$ cat src/rtl/sw_debounce_if.sv
// Switch debouncer signal bundle: raw bouncing switch inputs and the
// debounced levels/strobes that feed the 4-bit counter.
interface sw_debounce_if;
  logic Mode_raw;
  logic SW_raw;
  logic Mode;
  logic SW;
  logic Mode_pulse;
  logic SW_pulse;

  modport master (
    output Mode_raw,
    output SW_raw,
    input  Mode,
    input  SW,
    input  Mode_pulse,
    input  SW_pulse
  );

  modport slave (
    input  Mode_raw,
    input  SW_raw,
    output Mode,
    output SW,
    output Mode_pulse,
    output SW_pulse
  );
endinterface

$ cat src/rtl/sw_debounce.sv
// Two-channel switch debouncer (Mode, SW): 2-flop sync, 4-state FSM with stability counter.
// Optional macro SW_DEBOUNCE_TOGGLE_EN turns the Mode output into a press-toggled register.
module sw_debounce #(
  parameter int DB_CYCLES = 500000,
  parameter int CNT_W     = 20
) (
  input  logic         clk_50M,
  input  logic         Reset,
  sw_debounce_if.slave dbif
);

  typedef enum logic [1:0] {
    IDLE_LO = 2'd0,
    WAIT_HI = 2'd1,
    IDLE_HI = 2'd2,
    WAIT_LO = 2'd3
  } state_t;

  localparam logic [CNT_W-1:0] CNT_LAST = CNT_W'(DB_CYCLES - 1);
  localparam logic [CNT_W-1:0] CNT_ZERO = {CNT_W{1'b0}};
  localparam logic [CNT_W-1:0] CNT_ONE  = CNT_W'(1);

  // Channel 1 is Mode, channel 0 is SW
  logic [1:0] raw_s;
  logic [1:0] level_s;
  logic [1:0] pulse_s;

  assign raw_s = {dbif.Mode_raw, dbif.SW_raw};

  for (genvar ch = 0; ch < 2; ch++) begin : g_chan
    logic             sync1_r;
    logic             sync2_r;
    state_t           state_r;
    state_t           state_next_s;
    logic [CNT_W-1:0] cnt_r;
    logic [CNT_W-1:0] cnt_next_s;
    logic             level_r;
    logic             pulse_r;
    logic             level_next_s;
    logic             pulse_next_s;

    // Two-flop synchronizer for the asynchronous raw switch
    always_ff @(posedge clk_50M or negedge Reset) begin
      if (!Reset) begin
        sync1_r <= 1'b0;
        sync2_r <= 1'b0;
      end else begin
        sync1_r <= raw_s[ch];
        sync2_r <= sync1_r;
      end
    end

    // State, counter and registered level/strobe
    always_ff @(posedge clk_50M or negedge Reset) begin
      if (!Reset) begin
        state_r <= IDLE_LO;
        cnt_r   <= CNT_ZERO;
        level_r <= 1'b0;
        pulse_r <= 1'b0;
      end else begin
        state_r <= state_next_s;
        cnt_r   <= cnt_next_s;
        level_r <= level_next_s;
        pulse_r <= pulse_next_s;
      end
    end

    // Next-state and counter logic; the counter clears on every state change
    always_comb begin
      state_next_s = state_r;
      cnt_next_s   = cnt_r;
      case (state_r)
        IDLE_LO: begin
          if (sync2_r) begin
            state_next_s = WAIT_HI;
            cnt_next_s   = CNT_ZERO;
          end else begin
            state_next_s = IDLE_LO;
          end
        end
        WAIT_HI: begin
          if (!sync2_r) begin
            state_next_s = IDLE_LO;
            cnt_next_s   = CNT_ZERO;
          end else if (cnt_r == CNT_LAST) begin
            state_next_s = IDLE_HI;
            cnt_next_s   = CNT_ZERO;
          end else begin
            cnt_next_s   = cnt_r + CNT_ONE;
          end
        end
        IDLE_HI: begin
          if (!sync2_r) begin
            state_next_s = WAIT_LO;
            cnt_next_s   = CNT_ZERO;
          end else begin
            state_next_s = IDLE_HI;
          end
        end
        WAIT_LO: begin
          if (sync2_r) begin
            state_next_s = IDLE_HI;
            cnt_next_s   = CNT_ZERO;
          end else if (cnt_r == CNT_LAST) begin
            state_next_s = IDLE_LO;
            cnt_next_s   = CNT_ZERO;
          end else begin
            cnt_next_s   = cnt_r + CNT_ONE;
          end
        end
        default: begin
          state_next_s = IDLE_LO;
          cnt_next_s   = CNT_ZERO;
        end
      endcase
    end

    // Level registered from the next state so it changes together with the FSM
    always_comb begin
      level_next_s = (state_next_s == IDLE_HI) || (state_next_s == WAIT_LO);
      pulse_next_s = (state_r == WAIT_HI) && (state_next_s == IDLE_HI);
    end

    assign level_s[ch] = level_r;
    assign pulse_s[ch] = pulse_r;
  end

  assign dbif.SW         = level_s[0];
  assign dbif.SW_pulse   = pulse_s[0];
  assign dbif.Mode_pulse = pulse_s[1];

`ifdef SW_DEBOUNCE_TOGGLE_EN
  logic mode_tog_r;

  // Mode flips one cycle after each accepted Mode press
  always_ff @(posedge clk_50M or negedge Reset) begin
    if (!Reset) begin
      mode_tog_r <= 1'b0;
    end else begin
      mode_tog_r <= mode_tog_r ^ pulse_s[1];
    end
  end

  assign dbif.Mode = mode_tog_r;
`else
  assign dbif.Mode = level_s[1];
`endif

endmodule
$ cat src/flat_wrapper.sv
// flat-port wrapper written by rule: the top's interface ports become plain ports
module sw_debounce_flat 
#(
  parameter int DB_CYCLES = 500000,
  parameter int CNT_W     = 20
)
  (clk_50M, Reset, dbif_Mode_raw, dbif_SW_raw, dbif_Mode, dbif_SW, dbif_Mode_pulse, dbif_SW_pulse);
  sw_debounce_if dbif_i ();
  input  logic clk_50M;
  input  logic Reset;
  input wire logic [$bits(dbif_i.Mode_raw)-1:0] dbif_Mode_raw;
  input wire logic [$bits(dbif_i.SW_raw)-1:0] dbif_SW_raw;
  output wire logic [$bits(dbif_i.Mode)-1:0] dbif_Mode;
  output wire logic [$bits(dbif_i.SW)-1:0] dbif_SW;
  output wire logic [$bits(dbif_i.Mode_pulse)-1:0] dbif_Mode_pulse;
  output wire logic [$bits(dbif_i.SW_pulse)-1:0] dbif_SW_pulse;
  assign dbif_i.Mode_raw = dbif_Mode_raw;
  assign dbif_i.SW_raw = dbif_SW_raw;
  assign dbif_Mode = dbif_i.Mode;
  assign dbif_SW = dbif_i.SW;
  assign dbif_Mode_pulse = dbif_i.Mode_pulse;
  assign dbif_SW_pulse = dbif_i.SW_pulse;
  sw_debounce #(.DB_CYCLES(DB_CYCLES), .CNT_W(CNT_W)) u_core (.clk_50M(clk_50M), .Reset(Reset), .dbif(dbif_i));
endmodule
$ cat config.mk
export PLATFORM = sky130hd
export DESIGN_NAME = sw_debounce_flat
export DESIGN_NICKNAME = d
export VERILOG_FILES = /design/src/rtl/sw_debounce_if.sv /design/src/rtl/sw_debounce.sv /design/src/flat_wrapper.sv
export SDC_FILE = /design/constraint.sdc
export NUM_CORES = 1
export LEC_CHECK = 0
export BUFFER_PORTS_ARGS = -buffer_cell sky130_fd_sc_hd__buf_2
export CAP_MARGIN = 20
export CORE_MARGIN = 2
export CORE_UTILIZATION = 62
export DETAILED_ROUTE_END_ITERATION = 8
export PLACE_DENSITY = 0.89
export SLEW_MARGIN = 20
export SYNTH_ARGS = -nofsm -noshare
export SYNTH_HDL_FRONTEND = slang
export SYNTH_SLANG_ARGS = --single-unit
$ cat constraint.sdc
create_clock -name clk_50M -period 2.7 [get_ports clk_50M]
set_input_delay 0 -clock clk_50M [delete_from_list [all_inputs] [get_ports clk_50M]]
set_output_delay 0 -clock clk_50M [all_outputs]
set_load 0.005 [all_outputs]
==> Word level (Yosys, flattened, before mapping) <==
Cells that the tools add are included.
{ "totals": {"regBits": 52, "latchBits": 0, "word_cells": 64, "inputBits": 4, "mem_bits_ro": 0, "memories": 0, "ramBits": 0} }
{ "op_classes": {"n_eq_ne": 16, "n_lt_le_gt_ge": 0, "add_sub_neg": 2, "div": 0, "multipliers": 0, "n_mux": 26, "bitwise": 0, "shift": 0, "n_reduce_logical": 8} }
{ "op_table": {"columns": ["op", "count"], "rows": [
  ["$mux W20", 10],
  ["$pmux W20 S4", 2],
  ["$add A20 B1 Y20 const B", 2],
  ["$eq A20 B19 Y1 const B", 2],
  ["$eq A2 B2 Y1 const B", 8],
  ["$mux W2", 8],
  ["$pmux W2 S4", 2],
  ["$eq A2 B1 Y1 const B", 2],
  ["$logic_not A2 Y1", 2],
  ["$mux W1", 4],
  ["$ne A2 B1 Y1 const B", 2],
  ["$ne A2 B2 Y1 const B", 2],
  ["$reduce_and A2 Y1", 2],
  ["$logic_and A1 B1 Y1", 2],
  ["$logic_or A1 B1 Y1", 2]
]} }

==> Logic depth before layout (Yosys ltp) <==
Gate-level depths: netlist of run 1.
{ "depth": {"depth_word": 6, "ltp_mapped": 9, "ltp_nobuf": 6} }

==> Worst setup path before layout of run 1 <==
OpenSTA, ideal clock, no wires.
{ "synth_timing": {"path_kind": "register -> register", "startpoint": "register u_core.g_chan[1].cnt_r[5]", "endpoint": "register u_core.g_chan[1].cnt_r[6]", "t_required_ns": 2.578, "path_stages_with_launch": 9, "arrival_ns": 1.785, "n_path_buf": 3, "slack_ns": 0.793, "path_cell_list": "dfrtp_1 -> buf_6 -> nor4b_2 -> nand4_1 -> o311a_1 -> buf_6 -> buf_6 -> a21o_1 -> a32o_1"} }
{ "synth_between": {"elab_chain_cells": 4, "word_cells_on_any_way": 6, "classes_between": "1 x add/sub; 1 x eq/ne; 4 x mux"} }
{ "synth_lines": {"columns": ["element", "line_no", "text"], "rows": [
  ["from (decl)", "sw_debounce.sv:35", "logic [CNT_W-1:0] cnt_r;"],
  ["from (signal assigned)", "sw_debounce.sv:62", "cnt_r <= cnt_next_s;"],
  ["$add A20 B1 Y20 or $eq A20 B19 Y1 (tied branches)", null, null],
  ["$mux W20 *", "sw_debounce.sv:85, sw_debounce.sv:104", null],
  ["$mux W20, on equally long branches", "sw_debounce.sv:101, sw_debounce.sv:82", null],
  ["$pmux W20 S4 *", "sw_debounce.sv:72", "case (state_r)"]
]} }
Mark *: on every way between the ends. The rest lies on a longest branch, timed or not.
A chain may end at the register's enable or synchronous reset.

==> Final worst setup path of run 1 <==
{ "layout_timing": {"startpoint": "register u_core.g_chan[1].cnt_r[5]", "endpoint": "register u_core.g_chan[1].cnt_r[17]"} }
The elaborated chain is that of the path after synthesis.

==> impl_metrics.toml, run 1 <==
[status]
status = "finished clean"

[setup_path]
crit_path_top_delay_cell = "o311a_1"
crit_type = "reg -> reg"
crit_buf_inv = 1
crit_path_end_kind = "flop"
crit_chain = "nor4b_2 > nand4_1 > o311a_1 > buf_4 > a21o_1 > a22o_1"
reg2reg_depth = 6
max_stage_delay_ps = 490
cp.arrival_ps = 2330
required_ps = 2890
crit_family = "compound AO/OA/AOI/OAI gates"
rrSetupSlack_ps = 560
cp.depth = 6
timing.rr.end = "u_core.g_chan[1].cnt_r[17]"
cp_max_fo = 16
critPathLaunchType = "flop"
rr_startpoint = "u_core.g_chan[1].cnt_r[5]"

[placement]
io_buffers = 7
place_area_um2 = 2770
pre_cts_ws_ps = 576
gp_congestion = 0.894
place.detailed.hpwl_mm = 3.61
dp_cells = 331

[grt]
grt_max_degree = 37
antenna_found_initial = 0
first_global_vias = 1975
grt_pass1_wl_mm = 9.14
gr-usage-all-layers_pct = 23.3
overflow = 0

[clocking]
clock-root-buffer = "clkbuf_8"
clock_sinks = 52
cts_buffers = 5
worstSkewPairLatency_ps = 300
cts_tree = "done"
htreeDepth = 2
cts_max_path_buffers = 2
clk_pin_slew_ps = 90
post_cts_buffers = 0

[timing]
setup_viol = 0
final-hold-violation-count = 0
max-slew-margin-rel_pct = 43.4
fmax_ghz = 0.467
period_needed_ps = 2140
layout_setup_ws_ps = 557
rsz0062_at_grt = "no"
maxSlewViolCount = 0
tightest_slew_ps = 846
clock_skew_ps = 6.70
min_period_over_period_pct = 79.4
whs_ps = 287
fin_setup_tns_ps = 0

[synthesis]
syn_nets = 290
synth-compound-area-share_pct = 17.4
synth_edf_count = 0
synth_largest_area_cell = "dfrtp_1"
synth_area_leaders = "dfrtp_1, a31oi_1, nand3_1"
yosysWarnings = 0
ys.flop_type = "dfrtp_1"
async_reset_ff_share_pct = 100
synth_adder_area_share_pct = 0.914
syn_area_um2 = 2740
synth_top_cell_area_share_pct = 47.5
synth_top_family_by_area = "simple AND/OR/NAND/NOR gates"
synth_xor_area_share_pct = 0.960
synth_simple_gate_area_share_pct = 25.4
seq_area_frac_synth_pct = 47.5
syn_avg_cell_area_um2 = 9.64
synth_cell_types = 46
synth_mux_area_share_pct = 3.52
ys_ff_latch = 52
netlist_instances = 284

[power]
p_switching_uw = 330
finalPower_mw = 1.43
powerDensity_nw_per_um2 = 492
pwr-share-clk_pct = 36.2
p_int_mw = 1.10
vdd_ir_drop_max_mv = 0.394
p_comb_share_pct = 6.6
p_leak_nw = 1.25
p_seq_share_pct = 57.2
sw_frac_of_total_pct = 23.0

[floorplan]
floorplan.initialDensity_pct = 63.8
fp-row-count = 24
coreArea_um2 = 4290
io_pins = 8
dieArea_um2 = 4960
die_h_um = 70.5
die_w_um = 70.5

[drt]
via_per_inst = 6.61
vias = 2259
routedWlPerCell_um = 15.6
drt_iter0_markers = 247
firstDrtPassIters = 5
drc_errors = 0
postRouteAntennaNets = 0
wirelength_mm = 5.34

[finish]
layout_commonest_cell = "dfrtp_1"
drive_above_1_share_pct = 11.7
fin_util_pct = 67.8
nNetsFinal = 295
insertedDiodeCount = 0
design_area_um2 = 2910
fin_cells = 342
area_growth_syn_to_layout_pct = 6.35
seqCellArea_um2 = 1300
final_cell_mix = "dfrtp_1, nand2_1, nand3_1, a31oi_1, a21oi_1"
multi_input_area_um2 = 1320
fill_cells = 306

[min_path]
hp-class = "in -> async"

[flow_run]
maxCapViolations = 0
worst register-to-register path, cell delays in order, from the launching register on:
cell     delay, ps
dfrtp_1        470
nor4b_2        290
nand4_1        150
o311a_1        490
buf_4          240
a21o_1         170
a22o_1         220
per-layer routing:
metal  vias to the layer above  GRT usage, %  routed length [um]
met4                         0          7.69                  67
met5                         -             0                   0
li1                       1078             -                   -
met2                        96          35.4                2470
met3                         9          4.47                 330
met1                      1076          33.8                2460
timing repair:
item,in CTS,in global routing
endpoints found under the hold margin,37,0
endpoints found under the setup margin,0,0
gates resized for setup,0,0
hold buffers,3,0
how the worst max path moves through the flow:
| stage | from | end |
|---|---|---|
| floorplan | u_core.g_chan[1].cnt_r[5] | u_core.g_chan[1].cnt_r[6] |
| CTS | u_core.g_chan[1].cnt_r[5] | u_core.g_chan[1].cnt_r[17] |
| global route | u_core.g_chan[1].cnt_r[5] | u_core.g_chan[1].cnt_r[17] |
| finish | u_core.g_chan[1].cnt_r[5] | u_core.g_chan[1].cnt_r[17] |
| global placement | u_core.g_chan[1].cnt_r[0] | u_core.g_chan[1].cnt_r[14] |
| detailed placement | u_core.g_chan[1].cnt_r[11] | u_core.g_chan[1].cnt_r[17] |
synthesized netlist by cell type (all sizes together), types with 2 or more instances:
cell	number
a21o	8
a21oi	18
a22o	6
a31oi	21
a41oi	2
and2	4
and3	7
and4	3
buf	11
clkbuf	5
dfrtp	52
ha	2
inv	5
mux2	5
mux2i	4
nand2	26
nand2b	6
nand3	22
nand4	13
nor2	14
nor3	9
nor3b	3
nor4	3
nor4b	6
o211ai	2
o21ai	9
o31ai	2
or2	4
or3	2
or4	2
xor2	2
kinds of logic (layout without fill, tap and decap cells):
logic type / after synthesis / in the layout
xor gates and xnor gates: 3 / 3
muxes: 9 / 9
buffers and inverters: 21 / 27
DFF: 52 / 52
adders and majority gates: 2 / 2
AOI/OAI and AO/OA: 73 / 73
and+or+nand+nor: 124 / 124
cell type report:
type / instances / area share, %
clock buffer: 5 / 2.36
clock inverter: 3 / 1.46
inverter: 5 / 0.645
multi-input combinational: 211 / 45.3
sequential: 52 / 44.7
tap: 52 / 2.23
timing repair buffer: 14 / 3.27
registers in the layout, summed over array words and instances, names as in the netlist:
| name | count |
|---|---|
| u_core.g_chan.sync1_r | 2 |
| u_core.dbif.Mode | 1 |
| u_core.g_chan.sync2_r | 2 |
| u_core.g_chan.cnt_r | 40 |
| u_core.dbif.Mode_pulse | 1 |
| u_core.g_chan.state_r | 4 |
| u_core.dbif.SW | 1 |
| u_core.dbif.SW_pulse | 1 |
power by group through the flow:
| stage | clock [mW] | sequential [mW] | combinational (mW) |
|---|---|---|---|
| floorplan | 0 | 0.830 | 0.0632 |
| global placement | 0 | 0.833 | 0.0879 |
| detailed placement | 0 | 0.835 | 0.0901 |
| CTS | 0.536 | 0.819 | 0.0940 |
| global route | 0.560 | 0.824 | 0.107 |
| finish | 0.520 | 0.820 | 0.0940 |
Power figures use the tool's default switching activity.
==> inputs of run 2 (changes only) <==
==> constraint.sdc (replaced) <==
create_clock -name clk_50M -period 2.1 [get_ports clk_50M]
set_input_delay 0 -clock clk_50M [delete_from_list [all_inputs] [get_ports clk_50M]]
set_output_delay 0 -clock clk_50M [all_outputs]
set_load 0.005 [all_outputs]
==> run 2 against run 1 <==
  * Setup slack worse by 460 ps
  * Critical path type unchanged
  * Global-route usage is 1.5 points higher
  * Die area stayed put
  * Combinational power is 43% higher
  * Clock-buffer cell count stayed put
  * Critical path depth stayed put
  * Worst hold slack worse by 190 ps
  * Cell area is 3.2% higher
  * Total power is 25% higher
  * Flip-flop and latch count stayed put
  * Cell count is 3.5% higher
==> impl_metrics.toml, run 2 (synthesis gave the netlist of run 1 again) <==
[setup_path]
required_ps = 2360
cp.arrival_ps = 2260
timing.rr.end = "u_core.g_chan[0].cnt_r[19]"
cp_max_fo = 10
critPathLaunchType = "flop"
cp-startpoint = "u_core.g_chan[0].cnt_r[0]"
crit_path_end_kind = "flop"
crit_type = "reg -> reg"
reg2reg_depth = 6
endpoint = "u_core.g_chan[0].cnt_r[19]"
rrSetupSlack_ps = 100
rr_startpoint = "u_core.g_chan[0].cnt_r[0]"

[placement]
gp_congestion = 0.856
dp_cells = 342
io_buffers = 7
place.detailed.hpwl_mm = 3.96
place_area_um2 = 2870

[finish]
insertedDiodeCount = 0
final_cell_mix = "dfrtp_1, nand2_1, nand3_1, a31oi_1, a21oi_1"
area_growth_syn_to_layout_pct = 9.78
top_register = "u_core.g_chan.cnt_r"
nNetsFinal = 307
layout_commonest_cell = "dfrtp_1"
drive_above_1_share_pct = 15.6
largest_reg_flops = 40
top_regs = "u_core.g_chan.cnt_r: 40 flops, u_core.g_chan.state_r: 4 flops"
design_area_um2 = 3010
fin_cells = 354

[grt]
first_global_vias = 2179
grt_use_met3_pct = 4.18
grt_max_degree = 39
met2_usage_pct = 39.8
grt_use_met1_pct = 34.3
antenna_found_initial = 0
overflow = 0
gr-usage-all-layers_pct = 24.8
grt_pass1_wl_mm = 9.92
grt_busiest_layer = "met2"

[clocking]
clock_sinks = 52
cts_max_path_buffers = 2
htreeDepth = 2
clk_pin_slew_ps = 100
worstSkewPairLatency_ps = 310
cts_tree = "done"
clock-root-buffer = "clkbuf_8"
cts_buffers = 5

[power]
p_switching_uw = 469
powerDensity_nw_per_um2 = 595
p_int_mw = 1.32
vdd_ir_drop_max_mv = 0.571
sw_frac_of_total_pct = 26.2
p_comb_share_pct = 7.5
p_seq_share_pct = 59.0
p_leak_nw = 1.31
pwr-share-clk_pct = 33.5

[drt]
wirelength_mm = 5.72
vias = 2351
routedWlPerCell_um = 16.1
drt_iter0_markers = 252
firstDrtPassIters = 5
postRouteAntennaNets = 0
via_per_inst = 6.64
drc_errors = 0

[timing]
rsz0062_at_grt = "no"
tightest_slew_ps = 806
maxSlewViolCount = 0
period_needed_ps = 2000
setup_viol = 0
fmax_ghz = 0.499
whs_ps = 96.6
fin_setup_tns_ps = 0
final-hold-violation-count = 0
clock_skew_ps = 7.71
min_period_over_period_pct = 95.4
max-slew-margin-rel_pct = 46.1

[floorplan]
coreArea_um2 = 4290
io_pins = 8
die_h_um = 70.5
dieArea_um2 = 4960
die_w_um = 70.5
fp-row-count = 24
floorplan.initialDensity_pct = 63.8

[min_path]
hp-class = "in -> async"

[flow_run]
maxCapViolations = 0

[status]
status = "finished clean"
==> run 2: what timing repair did <==
item / CTS / global route
gates resized for setup: 0 / 2
endpoints found under the hold margin: 16 / 0
setup endpoints to repair: 0 / 2
hold buffers: 3 / 0
buffers inserted: 0 / 1
==> run 2: how the worst min path moves through the flow <==
stage	from	to	depth (start not counted)
floorplan	Reset	u_core.dbif.Mode	0
global placement	Reset	u_core.g_chan[0].cnt_r[10]	1
detailed placement	Reset	u_core.g_chan[0].cnt_r[10]	1
CTS	Reset	u_core.g_chan[0].cnt_r[10]	2
global route	Reset	u_core.g_chan[0].cnt_r[10]	2
finish	Reset	u_core.g_chan[0].cnt_r[10]	2
==> run 2: worst max-delay path, stage by stage (launching register included) <==
cell and delay, ps:
dfrtp_1 410, ha_1 250, and4_1 270, and4_1 200, a21o_4 260, or4_1 460
nand3_1 100
==> run 2: area by class of cell <==
type / count / area (um^2)
Timing Repair Buffer: 26 / 198
Sequential cell: 52 / 1300
Fill cell: 294 / 1290
Inverter: 5 / 18.8
Multi-Input combinational cell: 211 / 1330
Tap cell: 52 / 65.1
Clock buffer: 5 / 68.8
Clock inverter: 3 / 26.3
==> run 2: power groups by stage <==
stage / Clock [mW] / Sequential [mW] / Combinational (mW)
6_report: 0.599 / 1.05 / 0.134
3_3_place_gp: 0 / 1.07 / 0.118
2_1_floorplan: 0 / 1.07 / 0.0813
5_1_grt: 0.632 / 1.06 / 0.153
3_5_place_dp: 0 / 1.07 / 0.126
4_1_cts: 0.605 / 1.05 / 0.131
==> run 2: per-layer routing <==
metal	share of wire, %	wire length, um
met1	43	2470
met5	0	0
met2	49	2790
met3	6.4	367
met4	1.5	84
==> run 2: stage by stage <==
step / setup WS [ps] / total power [mW] / util, %
6_report: 96.6 / 1.79 / 70.0
5_1_grt: 7.30 / 1.84 / 70.0
4_1_cts: 41.4 / 1.79 / 69.6
3_5_place_dp: 65.7 / 1.20 / 66.7
3_3_place_gp: 135 / 1.19 / 66.7
2_1_floorplan: 193 / 1.15 / -
==> inputs of run 3 (changes only) <==
--- a/config.mk
+++ b/config.mk
@@ -10,7 +10,7 @@
 export CORE_MARGIN = 2
 export CORE_UTILIZATION = 62
 export DETAILED_ROUTE_END_ITERATION = 8
-export PLACE_DENSITY = 0.89
+export PLACE_DENSITY = 0.77
 export SLEW_MARGIN = 20
 export SYNTH_ARGS = -nofsm -noshare
 export SYNTH_HDL_FRONTEND = slang
==> run 3 against run 2 <==
  * Sequential share of layout area shrank 0.66 points
  * Wire length shrank 1.6%
  * Maximum frequency shrank 0.28%
  * Non-clock buffer count grew 4
  * Critical path depth is the same
  * Flip-flop and latch count is the same
  * Clock power grew 16%
  * Total power grew 5.1%
  * Sequential power is essentially flat
==> impl_metrics.toml, run 3 (synthesis gave the netlist of run 1 again) <==
[status]
status = "finished clean"

[setup_path]
crit_type = "reg -> reg"
required_ps = 2310
cp.arrival_ps = 2220
critPathLaunchType = "flop"
cp_max_fo = 12
crit_path_end_kind = "flop"

[timing]
period_needed_ps = 2010
rsz0062_at_grt = "no"
fmax_ghz = 0.498
fin_setup_tns_ps = 0
tightest_slew_ps = 912
clock_skew_ps = 3.85
final-hold-violation-count = 0
maxSlewViolCount = 0
max-slew-margin-rel_pct = 38.9
setup_viol = 0
min_period_over_period_pct = 95.7

[finish]
insertedDiodeCount = 0
drive_above_1_share_pct = 17.3
nNetsFinal = 311
layout_commonest_cell = "dfrtp_1"
largest_reg_flops = 40
top_register = "u_core.g_chan.cnt_r"
area_growth_syn_to_layout_pct = 11.5
fin_util_pct = 71.1
top_regs = "u_core.g_chan.cnt_r: 40 flops, u_core.g_chan.state_r: 4 flops"
fill_cells = 303
final_cell_mix = "dfrtp_1, nand2_1, nand3_1, a31oi_1, buf_4"

[min_path]
hp-class = "in -> async"

[floorplan]
dieArea_um2 = 4960
coreArea_um2 = 4290
io_pins = 8
floorplan.initialDensity_pct = 63.8
die_h_um = 70.5
die_w_um = 70.5
fp-row-count = 24

[drt]
drc_errors = 0
firstDrtPassIters = 5
postRouteAntennaNets = 0
routedWlPerCell_um = 15.7
via_per_inst = 6.44
wirelength_mm = 5.63
drt_iter0_markers = 192
vias = 2304

[power]
p_leak_nw = 1.34
powerDensity_nw_per_um2 = 616
vdd_ir_drop_max_mv = 0.499

[grt]
grt_pass1_wl_mm = 9.50
grt_max_degree = 53
first_global_vias = 2096
overflow = 0
antenna_found_initial = 0
gr-usage-all-layers_pct = 23.9

[clocking]
worstSkewPairLatency_ps = 310
clock_sinks = 52
clock-root-buffer = "clkbuf_8"
htreeDepth = 2
cts_tree = "done"
cts_max_path_buffers = 2
clk_pin_slew_ps = 90
cts_buffers = 5

[flow_run]
maxCapViolations = 0

[placement]
io_buffers = 7
place.detailed.hpwl_mm = 3.75
gp_congestion = 0.879
-- run 3: through the flow --
stage	total power, mW	instances	hold slack, ps	setup WS, ps	cell area [um^2]
final	1.88	358	319	90.9	3050
after global routing	1.95	358	316	17.1	3050
after CTS	1.89	358	320	58.4	3030
after detailed placement	1.20	347	112	73.8	2890
after global placement	1.19	347	109	121	2890
after floorplan	1.15	284	-296	193	2740
-- run 3: final timing paths --
path / slack [ps] / endpoint / cells after the start / start
setup / recovery: 90 / u_core.g_chan[1].cnt_r[9] / 6 / u_core.g_chan[1].cnt_r[5]
hold / removal: 320 / u_core.g_chan[0].cnt_r[17] / 3 / Reset
setup reg to reg: 90 / u_core.g_chan[1].cnt_r[9] / 6 / u_core.g_chan[1].cnt_r[5]
hold reg to reg: 360 / u_core.g_chan[1].sync2_r / 0 / u_core.g_chan[1].sync1_r
max in group asynchronous: 1360 / u_core.g_chan[1].cnt_r[5] / 3 / Reset
min in group clk_50M: 330 / u_core.g_chan[0].sync1_r / 2 / dbif_SW_raw
-- run 3: area by class of cell --
class                   count  area (um^2)  share of cell area, %
clock buffers               6         72.6                   2.38
clock inverters             2         38.8                   1.27
inverters                   5         18.8                  0.615
multi-input cells         211         1340                   43.9
flip-flops and latches     52         1300                   42.6
well taps                  52         65.1                   2.13
repair buffers             30          215                   7.05
-- run 3: report_power, final --
group / switching (mW) / leakage (nW) / internal [mW]
Clock: 0.333 / 0.0558 / 0.360
Sequential: 0.0315 / 0.709 / 1.02
Combinational: 0.0798 / 0.574 / 0.0506
-- run 3: worst max-delay path: stages (launching register included) --
cell and delay, ps:
dfrtp_1 400, nor4b_2 320, nand4_1 190, o311a_4 430, buf_4 190, a21o_1 160
a22o_1 220
-- run 3: per-layer routing --
| layer | track usage (%) | wire (um) |
|---|---|---|
| met1 | 35.1 | 2790 |
| met2 | 35.3 | 2430 |
| met3 | 5.34 | 326 |
| met4 | 7.91 | 83 |
| met5 | 0 | 0 |
-- run 3: what timing repair did --
item | CTS | global route
resized for setup | 0 | 4
endpoints found under the hold margin | 54 | 0
setup buffers | 0 | 0
hold buffers | 3 | 0
setup endpoints to repair | 0 | 5
